`src/rtl/cam_pkg.sv`:
```
// Shared definitions for the camera capture path.
//   - capture mode encodings driven on i_mode
//   - capture FSM state type
//   - byte-pair to pixel assembly helper
package cam_pkg;

    localparam logic [1:0] MODE_RGB444 = 2'd0;
    localparam logic [1:0] MODE_RGB565 = 2'd1;
    localparam logic [1:0] MODE_Y      = 2'd2;

    typedef enum logic [1:0] {
        S_IDLE  = 2'd0,
        S_SYNC  = 2'd1,
        S_FRAME = 2'd2
    } state_t;

    // Builds a 16-bit pixel from the first (b0) and second (b1) camera byte.
    // wide=1 selects the native 16-bit RGB565 layout; otherwise RGB565 is
    // reduced to 4 bits per channel so it fits a 12-bit pixel.
    // The reserved mode value falls through to RGB444.
    function automatic logic [15:0] assemble_pix(input logic [1:0] mode,
                                                 input logic       wide,
                                                 input logic [7:0] b0,
                                                 input logic [7:0] b1);
        logic [15:0] pix;
        pix = {4'h0, b0[3:0], b1};
        case (mode)
            MODE_RGB565: begin
                if (wide) pix = {b0, b1};
                else      pix = {4'h0, b0[7:4], b0[2:0], b1[7], b1[4:1]};
            end
            MODE_Y:  pix = {8'h00, b0};
            default: ;
        endcase
        return pix;
    endfunction

endpackage

```
`src/rtl/sync_fifo_fwft.sv`:
```
// Single-clock first-word-fall-through FIFO.
// Ports:
//   clk, rst_n   clock, asynchronous active-low reset
//   push, din    write request and data
//   pop          read request (ignored while empty)
//   dout         head entry, forced to 0 while empty
//   full, empty  status
// A push into a full FIFO is accepted only if a pop happens in the same cycle.
module sync_fifo_fwft #(
    parameter int DW = 14,
    parameter int AW = 3
) (
    input  logic          clk,
    input  logic          rst_n,
    input  logic          push,
    input  logic [DW-1:0] din,
    input  logic          pop,
    output logic [DW-1:0] dout,
    output logic          full,
    output logic          empty
);

    localparam int DEPTH = 1 << AW;

    logic [DW-1:0] mem [DEPTH];
    logic [AW:0]   wr_ptr;
    logic [AW:0]   rd_ptr;
    logic          pop_ok;
    logic          push_ok;

    // The extra pointer MSB separates full from empty when the indices match.
    assign empty   = (wr_ptr == rd_ptr);
    assign full    = (wr_ptr[AW] != rd_ptr[AW]) &&
                     (wr_ptr[AW-1:0] == rd_ptr[AW-1:0]);
    assign pop_ok  = pop & ~empty;
    assign push_ok = push & (~full | pop_ok);

    always_ff @(posedge clk or negedge rst_n) begin
        if (!rst_n) begin
            wr_ptr <= '0;
            rd_ptr <= '0;
        end else begin
            if (push_ok) wr_ptr <= wr_ptr + 1'b1;
            if (pop_ok)  rd_ptr <= rd_ptr + 1'b1;
        end
    end

    always_ff @(posedge clk) begin
        if (push_ok) mem[wr_ptr[AW-1:0]] <= din;
    end

    // Gating keeps the outputs at 0 whenever nothing is valid, including reset.
    assign dout = empty ? '0 : mem[rd_ptr[AW-1:0]];

endmodule

```
`src/rtl/cam_capture_roi.sv`:
```
// OV7670 capture with crop window, power-of-two decimation and FWFT output.
// Ports:
//   i_clk, i_rstn         pixel clock, asynchronous active-low reset
//   i_en                  capture enable
//   i_mode, i_dec         pixel format and decimation shift (latched per frame)
//   i_x0/i_x1/i_y0/i_y1   inclusive crop window (latched per frame)
//   i_clr_ovf             clears o_overflow
//   i_vsync, i_href, i_D  camera timing and data byte
//   i_ready               downstream ready
//   o_valid, o_data       FIFO head
//   o_sof, o_eol          head is first pixel of frame / last pixel of line
//   o_overflow            sticky drop indicator
//   o_frame_cnt           completed frame count
//
// state   | meaning
// S_IDLE  | capture disabled
// S_SYNC  | enabled, waiting for vsync fall (start of frame)
// S_FRAME | capturing bytes until vsync rises
module cam_capture_roi
    import cam_pkg::*;
#(
    parameter int PIX_W   = 12,
    parameter int CNT_W   = 10,
    parameter int FIFO_AW = 3,
    parameter int FCNT_W  = 16
) (
    input  logic              i_clk,
    input  logic              i_rstn,
    input  logic              i_en,
    input  logic [1:0]        i_mode,
    input  logic [1:0]        i_dec,
    input  logic [CNT_W-1:0]  i_x0,
    input  logic [CNT_W-1:0]  i_x1,
    input  logic [CNT_W-1:0]  i_y0,
    input  logic [CNT_W-1:0]  i_y1,
    input  logic              i_clr_ovf,
    input  logic              i_vsync,
    input  logic              i_href,
    input  logic [7:0]        i_D,
    input  logic              i_ready,
    output logic              o_valid,
    output logic [PIX_W-1:0]  o_data,
    output logic              o_sof,
    output logic              o_eol,
    output logic              o_overflow,
    output logic [FCNT_W-1:0] o_frame_cnt
);

    state_t state, state_nxt;

    logic vs_q, hr_q;
    logic vs_fall, vs_rise, hr_fall;
    logic frame_start;
    logic capturing;

    logic [1:0]       cfg_mode;
    logic [1:0]       cfg_dec;
    logic [CNT_W-1:0] cfg_x0, cfg_x1, cfg_y0, cfg_y1;
    logic [CNT_W-1:0] x_last;
    logic [CNT_W-1:0] x_span;
    logic [CNT_W-1:0] x_last_d;

    logic             phase;
    logic [7:0]       b0, b1;
    logic [CNT_W-1:0] x, y;
    logic             pair_vld;
    logic [CNT_W-1:0] pair_x, pair_y;

    logic [CNT_W-1:0] dec_mask;
    logic [CNT_W-1:0] dx, dy;
    logic             keep;
    logic [15:0]      pix_full;
    logic [PIX_W-1:0] pix_next;

    logic             sof_pend;
    logic             pix_vld;
    logic [PIX_W-1:0] pix_data;
    logic             pix_sof, pix_eol;

    logic             fifo_full, fifo_empty;
    logic             pop;
    logic [PIX_W+1:0] fifo_dout;

    function automatic logic [CNT_W-1:0] sat_inc(input logic [CNT_W-1:0] v);
        return (v == '1) ? v : v + 1'b1;
    endfunction

    assign vs_fall     = vs_q & ~i_vsync;
    assign vs_rise     = ~vs_q & i_vsync;
    assign hr_fall     = hr_q & ~i_href;
    assign frame_start = (state == S_SYNC) && i_en && vs_fall;
    assign capturing   = (state == S_FRAME) && i_href;

    always_ff @(posedge i_clk or negedge i_rstn) begin
        if (!i_rstn) begin
            state <= S_IDLE;
            vs_q  <= 1'b0;
            hr_q  <= 1'b0;
        end else begin
            state <= state_nxt;
            vs_q  <= i_vsync;
            hr_q  <= i_href;
        end
    end

    always_comb begin
        state_nxt = state;
        case (state)
            S_IDLE:  if (i_en) state_nxt = S_SYNC;
            S_SYNC: begin
                if (!i_en)        state_nxt = S_IDLE;
                else if (vs_fall) state_nxt = S_FRAME;
            end
            S_FRAME: if (vs_rise) state_nxt = i_en ? S_SYNC : S_IDLE;
            default: state_nxt = S_IDLE;
        endcase
    end

    // Last column that survives decimation; this is where eol is flagged.
    assign x_span   = i_x1 - i_x0;
    assign x_last_d = i_x0 + ((x_span >> i_dec) << i_dec);

    always_ff @(posedge i_clk or negedge i_rstn) begin
        if (!i_rstn) begin
            cfg_mode <= MODE_RGB444;
            cfg_dec  <= '0;
            cfg_x0   <= '0;
            cfg_x1   <= '0;
            cfg_y0   <= '0;
            cfg_y1   <= '0;
            x_last   <= '0;
        end else if (vs_fall) begin
            cfg_mode <= i_mode;
            cfg_dec  <= i_dec;
            cfg_x0   <= i_x0;
            cfg_x1   <= i_x1;
            cfg_y0   <= i_y0;
            cfg_y1   <= i_y1;
            x_last   <= x_last_d;
        end
    end

    // Byte pairing and position counters. The pixel position travels with the
    // byte pair so a following href fall cannot disturb it.
    always_ff @(posedge i_clk or negedge i_rstn) begin
        if (!i_rstn) begin
            phase    <= 1'b0;
            b0       <= '0;
            b1       <= '0;
            x        <= '0;
            y        <= '0;
            pair_vld <= 1'b0;
            pair_x   <= '0;
            pair_y   <= '0;
        end else begin
            pair_vld <= capturing & phase;
            if (capturing) begin
                phase <= ~phase;
                if (!phase) begin
                    b0 <= i_D;
                end else begin
                    b1     <= i_D;
                    pair_x <= x;
                    pair_y <= y;
                    x      <= sat_inc(x);
                end
            end else if (!i_href) begin
                phase <= 1'b0;
            end

            if (frame_start) begin
                x <= '0;
                y <= '0;
            end else if (hr_fall) begin
                x <= '0;
                if (state == S_FRAME) y <= sat_inc(y);
            end
        end
    end

    assign dec_mask = ~({CNT_W{1'b1}} << cfg_dec);
    assign dx       = pair_x - cfg_x0;
    assign dy       = pair_y - cfg_y0;
    assign keep     = (pair_x >= cfg_x0) && (pair_x <= cfg_x1) &&
                      (pair_y >= cfg_y0) && (pair_y <= cfg_y1) &&
                      ((dx & dec_mask) == '0) && ((dy & dec_mask) == '0);

    assign pix_full = assemble_pix(cfg_mode, (PIX_W == 16), b0, b1);

    if (PIX_W == 16) begin : g_pix16
        assign pix_next = pix_full;
    end else begin : g_pix12
        logic unused_pix_hi;
        assign pix_next      = pix_full[PIX_W-1:0];
        assign unused_pix_hi = ^pix_full[15:PIX_W];
    end

    always_ff @(posedge i_clk or negedge i_rstn) begin
        if (!i_rstn) begin
            sof_pend <= 1'b0;
            pix_vld  <= 1'b0;
            pix_data <= '0;
            pix_sof  <= 1'b0;
            pix_eol  <= 1'b0;
        end else begin
            pix_vld <= pair_vld & keep;
            if (pair_vld && keep) begin
                pix_data <= pix_next;
                pix_sof  <= sof_pend;
                pix_eol  <= (pair_x == x_last);
            end
            if (frame_start)           sof_pend <= 1'b1;
            else if (pair_vld && keep) sof_pend <= 1'b0;
        end
    end

    assign pop = o_valid & i_ready;

    sync_fifo_fwft #(
        .DW (PIX_W + 2),
        .AW (FIFO_AW)
    ) u_fifo (
        .clk   (i_clk),
        .rst_n (i_rstn),
        .push  (pix_vld),
        .din   ({pix_sof, pix_eol, pix_data}),
        .pop   (pop),
        .dout  (fifo_dout),
        .full  (fifo_full),
        .empty (fifo_empty)
    );

    assign o_valid = ~fifo_empty;
    assign o_sof   = fifo_dout[PIX_W+1];
    assign o_eol   = fifo_dout[PIX_W];
    assign o_data  = fifo_dout[PIX_W-1:0];

    // Set wins over clear so a drop in the clearing cycle is not lost.
    always_ff @(posedge i_clk or negedge i_rstn) begin
        if (!i_rstn) begin
            o_overflow  <= 1'b0;
            o_frame_cnt <= '0;
        end else begin
            if (pix_vld && fifo_full && !pop) o_overflow <= 1'b1;
            else if (i_clr_ovf)               o_overflow <= 1'b0;
            if (state == S_FRAME && vs_rise)  o_frame_cnt <= o_frame_cnt + 1'b1;
        end
    end

endmodule
```
`config.mk`:
```
export PLATFORM = sky130hd
export DESIGN_NAME = cam_capture_roi
export DESIGN_NICKNAME = d
export VERILOG_FILES = /design/src/rtl/cam_pkg.sv /design/src/rtl/sync_fifo_fwft.sv /design/src/rtl/cam_capture_roi.sv
export SDC_FILE = /design/constraint.sdc
export NUM_CORES = 1
export LEC_CHECK = 0
export CAP_MARGIN = 20
export CORE_MARGIN = 4
export CORE_UTILIZATION = 59
export CTS_CLUSTER_SIZE = 28
export DETAILED_ROUTE_END_ITERATION = 7
export PLACE_DENSITY = 0.8
export SLEW_MARGIN = 10
export SYNTH_ARGS = -nofsm -noshare
export SYNTH_HDL_FRONTEND = slang
export SYNTH_SLANG_ARGS = --single-unit
```
`constraint.sdc`:
```
create_clock -name i_clk -period 3.3 [get_ports i_clk]
set_input_delay 0.825 -clock i_clk [delete_from_list [all_inputs] [get_ports i_clk]]
set_output_delay 0.825 -clock i_clk [all_outputs]
set_load 0.05 [all_outputs]
```
# == Word level (Yosys, flattened, before mapping) ==
# Memory sizes are Yosys's and may differ from the RTL's.
# Index checks and enable logic that the tools add are counted.
# totals
memories,1
word_cells,131
reg_bits,157
ram_bits,112
romBits,0
latchBits,0
# memory_table
memory,depth,width,rd,rd_ports_with_merged_regs,wr,line_no,source
u_fifo.mem,8,14,1,0,1,sync_fifo_fwft.sv:25,logic [DW-1:0] mem [DEPTH];
# op_classes
eq_ne,16
n_bitwise,18
magnitude_cmp,4
n_mul,0
n_reduce_logical,28
muxes,25
add_sub_neg,9
div,0
n_shift,3
# ops
operator,n
two-way mux 10 bit,9
subtractor 10 bit,3
one-hot mux 12 bit (2 select lines),1
"adder 10 x 1 -> 10 bit, second input constant",2
AND 10 bit,2
"equality test 10 bit, second input constant",2
greater-or-equal comparator 10 bit,2
less-or-equal comparator 10 bit,2
zero test 10 bit,2
"adder 16 x 1 -> 16 bit, second input constant",1
two-way mux 14 bit,1
logical AND 1 bit,13
adder 10 bit,1
equality test 10 bit,1
NOT 10 bit,1
left shift 10 x 2 -> 10 bit,1
"left shift 10 x 2 -> 10 bit, first input constant",1
>> shifter 10 x 2 -> 10 bit,1
two-way mux 1 bit,9
AND reduction 3 bit,3
"adder 4 x 1 -> 4 bit, second input constant",2
AND 1 bit,8
two-way mux 2 bit,4
nonzero test 2 bit,4
15 further kinds,27

# == Logic depth before layout (Yosys ltp) ==
# logic_depth
depth_word,9
mapped_depth,16
depth_no_buf,16

# == By module ==
# A second synthesis with hierarchy kept.
# hier_totals
cells_unflattened,1068
hier_area_um2,12797.3
# modules_own_cells
module,cells_each,area_per_inst_um2,instances,seq_area_each_um2
cam_capture_roi,833,8001.4,1,3728.6
sync_fifo_fwft,235,4795.8,1,3563.4

# == Worst setup path before layout ==
# Ideal clock, no wire load.
# synth_timing
path_kind,input to register
start,input i_x1[0]
end,register x_last[9]
setup_slack_ns,-0.311
t_arrival_ns,3.477
setup_ns,0.134
path_stages,15
path_buffers,0
cell_sequence,inv_1 ha_1 fa_1 nor2b_1 o21ai_0 a21boi_0 o21ai_0 nor2b_1 xnor2_1 ha_1 or4_1 o22a_1 a31oi_1 xor2_1 o21ai_0
# synth_between
elab_chain_cells,4
# synth_rtl
item,line_no,source
"start, declared",cam_capture_roi.sv:33,"input logic [CNT_W-1:0] i_x1,"
subtractor 10 bit,cam_capture_roi.sv:120,assign x_span = i_x1 - i_x0;
>> shifter 10 x 2 -> 10 bit,cam_capture_roi.sv:121,assign x_last_d = i_x0 + ((x_span >> i_dec) << i_dec);
left shift 10 x 2 -> 10 bit,cam_capture_roi.sv:121,
adder 10 bit,cam_capture_roi.sv:121,
"end signal, assigned",cam_capture_roi.sv:139,x_last <= x_last_d;
"end, declared",cam_capture_roi.sv:59,logic [CNT_W-1:0] x_last;
# Every way passes these cells.
# A chain may end at the register's enable or synchronous reset.

# == Worst setup path after layout ==
# layout_timing
start,input i_x0[0]
end,register x_last[8]
# layout_between
elab_chain_cells,4
# layout_rtl
item,line_no,source
"start, declared",cam_capture_roi.sv:32,"input logic [CNT_W-1:0] i_x0,"
subtractor 10 bit,cam_capture_roi.sv:120,
>> shifter 10 x 2 -> 10 bit,cam_capture_roi.sv:121,
left shift 10 x 2 -> 10 bit,cam_capture_roi.sv:121,
adder 10 bit (*),cam_capture_roi.sv:121,
# Every way passes the cells marked *; elsewhere a longest branch is shown, timed or not.

==> results.py <==
metrics = {
    "sta": {
        "drv_slew": 0,
        "post-route-period-util": 0.957,
        "max_freq_mhz": 317,
        "setup_viol": 0,
        "worst_slew_pin_slew_ns": 0.906,
        "worst_hold_slack_ns": 0.253,
        "fin_worst_skew_ns": 0.00846,
        "relSlewSlack": 0.394,
        "fin_crit_ns": 3.16,
        "finalHoldViolations": 0,
        "fin_tns_setup_ns": 0,
    },
    "routing": {
        "drc": 0,
        "drt_first_pass_iters": 4,
        "drtIter0Drc": 542,
        "wirelength_mm": 26.3,
        "viasPerCell": 5.54,
        "ant_nets": 0,
        "wl_per_cell_um": 17.9,
        "num_vias": 8139,
    },
    "logic_synthesis": {
        "ys_ff_latch": 269,
        "yosysWarningCount": 0,
        "async_flop_share": 0.584,
        "synth_cells": 1013,
        "netlist_area_um2": 12700,
        "synth_area_per_cell_um2": 12.5,
        "synth_cell_types": 61,
        "seq_area_frac_synth": 0.575,
        "synth_ff_type": "dfrtp_1",
        "synth_edf_count": 112,
        "synth_nets": 1141,
    },
    "run_status": {
        "outcome": "finished clean",
    },
    "final_layout": {
        "nets": 1301,
        "final_core_util": 0.728,
        "seqCellArea_um2": 7300,
        "nFillCells": 1434,
        "diodes": 0,
        "final_area_um2": 15400,
        "largest_reg_flops": 112,
        "drive_gt1_frac": 0.201,
        "multi_input_area_um2": 5030,
        "syn2layout_area_growth_pct": 21.2,
    },
    "floorplan": {
        "die_w_um": 155,
        "rows": 53,
        "dieHeight_um": 155,
        "top_level_ports": 91,
        "dieArea_um2": 23900,
        "core_area_um2": 21100,
        "start_util": 0.601,
    },
    "power": {
        "irDropWorstVdd_mv": 0.392,
        "cellLeakagePower_nw": 6.36,
        "p_per_area_nw_per_um2": 575,
        "finalPower_mw": 8.83,
    },
    "cts": {
        "clock_latency_ns": 0.54,
        "root_buffer": "clkbuf_16",
        "clkTransAtPathRegs_ns": 0.06,
        "htreeDepth": 1,
        "cts.path.max_buffers": 3,
        "cts_tree": "built",
        "clock_sinks": 269,
        "cts_made_buffers": 27,
    },
    "global_routing": {
        "grtUsageTotal": 0.224,
        "gr-total-overflow": 0,
        "grt_max_degree": 85,
        "grt_pass1_wl_mm": 43.5,
        "antenna_found_initial": 0,
        "grt_pass1_vias": 8396,
    },
    "critical_path": {
        "crit_family": "simple AND/OR/NAND/NOR gates",
        "arrival_ns": 3.63,
        "critPathSlowestCell": "or4b_2",
        "crit_chain": "dlygate4sd2_1, ha_4, fa_2, nor2b_2, o21ai_2, a21boi_2, o21ai_2, nor2b_2, xnor2_1, ha_2, a21o_1, a31oi_1, or4b_2, nand3_1",
        "cp.required_ns": 3.77,
        "cp_max_fo": 4,
        "critical_path_class": "primary input to flip-flop",
        "cp.buffers_inverters": 1,
        "cp-end-kind": "flip-flop",
        "cpPeakStageDelay_ns": 0.64,
        "cp-start-kind": "primary input",
    },
    "run": {
        "maxCapViolations": 0,
    },
    "placed_design": {
        "gp_congestion": 0.850,
        "placed_area_um2": 14400,
        "hpwlAfterDp_mm": 18.2,
        "portBuffers": 90,
    },
    "min_path": {
        "hp-class": "primary input to asynchronous set/reset pin",
    },
}
-- synthesized netlist by cell type, types with 2 or more instances --
cell         n  area share
or3_1        4      0.0020
buf_1        2     0.00059
nor2b_1      9      0.0044
nand3b_1     2      0.0012
nor3_1      15      0.0059
and4_1       3      0.0021
a21oi_1     18      0.0071
xor2_1      27       0.019
mux4_2      28       0.050
fa_1         4      0.0063
mux2_2      41       0.036
a31oi_1      5      0.0025
nand3_1     20      0.0079
dfrtp_1    157        0.31
xnor2_1     38       0.026
ha_1        65       0.064
buf_2        2     0.00079
o21a_1       4      0.0024
a211oi_1     8      0.0047
mux2_4       8      0.0095
or4_1        2      0.0012
nor2_1      55       0.016
clkbuf_1    32      0.0095
a21o_1      10      0.0059
nand4b_1     2      0.0014
o22ai_1      2     0.00099
nor3b_1      2      0.0012
o21bai_1     2      0.0012
edfxtp_1   112        0.27
nand2b_1     5      0.0025
o21ai_0     78       0.031
mux2i_1     16       0.013
nand4_1     15      0.0074
a22oi_1      9      0.0053
and3_1       4      0.0020
inv_1       69       0.020
nand2_1    111       0.033
a2111oi_0    3      0.0021
nor4_1       2     0.00099
-- worst reg2reg max path, cell delays in order, from the launching register on --
cell      delay (ns)
dfrtp_1         0.44
ha_1            0.25
or4_4           0.55
a221oi_2        0.26
o221ai_2        0.15
a31oi_1         0.26
and3b_1         0.20
buf_4           0.27
mux2_2          0.38
-- area by class of cell --
cell class              count  share of cell area
multi-input cells         637               0.327
flip-flops and latches    269               0.475
repair buffers            169              0.0968
inverters                  69              0.0177
clock buffers              35              0.0485
well taps                 275              0.0224
clock inverters            14              0.0123
-- per-stage QoR --
step,cells,setup slack [ns]
floorplan,1013,-0.140
global placement,1414,-0.931
detailed placement,1414,-0.981
CTS,1466,0.000222
global route,1468,-0.00139
finish,1468,0.141
-- path summary, 6_finish.rpt --
| kind | cells after the start | to | slack [ns] | from |
|---|---|---|---|---|
| min in group i_clk | 1 | o_frame_cnt[15] | 0.48 | o_frame_cnt[15] |
| setup reg to reg | 8 | pix_data[4] | 0.43 | pair_x[9] |
| setup / recovery | 14 | x_last[8] | 0.14 | i_x0[0] |
| max in group asynchronous | 2 | o_frame_cnt[6] | 2.37 | i_rstn |
| hold / removal | 1 | o_overflow | 0.25 | i_rstn |
| hold reg to reg | 1 | o_frame_cnt[15] | 0.48 | o_frame_cnt[15] |
-- cells by family (layout without fill, tap and decap cells) --
| kind of cell | Yosys count | count (layout) | share of synthesized area |
|---|---|---|---|
| multiplexers | 93 | 93 | 0.108 |
| AO/OA/AOI/OAI | 152 | 152 | 0.0726 |
| flip-flops | 269 | 269 | 0.575 |
| buffers and inverters | 107 | 287 | 0.0338 |
| XOR/XNOR | 65 | 65 | 0.0449 |
| AND/OR/NAND/NOR | 258 | 258 | 0.0947 |
| adder cells (fa/ha/maj) | 69 | 69 | 0.0705 |
-- report_power, final --
part           switching [mW]  internal (mW)
sequential              0.145           3.66
clock                    1.26           1.91
combinational            1.03          0.820
total                    2.43           6.40
-- metal layers --
| layer | global-route usage | routed length (µm) |
|---|---|---|
| met5 | 0 | 0 |
| met3 | 0.0333 | 963 |
| met2 | 0.397 | 13900 |
| met4 | 0.0559 | 471 |
| met1 | 0.294 | 11000 |
-- cells in the final DEF, fill, tap and decap left out, types with 4 or more instances in the layout --
| cell | instances |
|---|---|
| a211oi_1 | 8 |
| a21o_1 | 10 |
| a21oi_1 | 16 |
| a22oi_1 | 9 |
| a31oi_1 | 5 |
| and3_1 | 4 |
| buf_4 | 91 |
| bufinv_16 | 4 |
| clkbuf_1 | 4 |
| clkbuf_16 | 27 |
| clkbuf_8 | 4 |
| clkdlybuf4s50_1 | 68 |
| clkinv_2 | 6 |
| dfrtp_1 | 156 |
| dlygate4sd2_1 | 4 |
| edfxtp_1 | 112 |
| ha_1 | 62 |
| inv_1 | 66 |
| mux2_2 | 41 |
| mux2_4 | 8 |
| mux2i_1 | 16 |
| mux4_2 | 28 |
| nand2_1 | 111 |
| nand2b_1 | 5 |
| nand3_1 | 20 |
| nand4_1 | 15 |
| nor2_1 | 55 |
| nor2b_1 | 6 |
| nor3_1 | 13 |
| o21a_1 | 4 |
| o21ai_0 | 75 |
| or3_1 | 4 |
| xnor2_1 | 38 |
| xor2_1 | 27 |
-- timing repair --
action / 4_1_cts / 5_1_grt
pin swaps: 7 / 6
hold buffers: 0 / 0
setup endpoints to repair: 4 / 5
cloned: 0 / 0
buffers inserted: 3 / 2
resized for setup: 14 / 6
No activity file was read; power rests on OpenSTA's default activity.
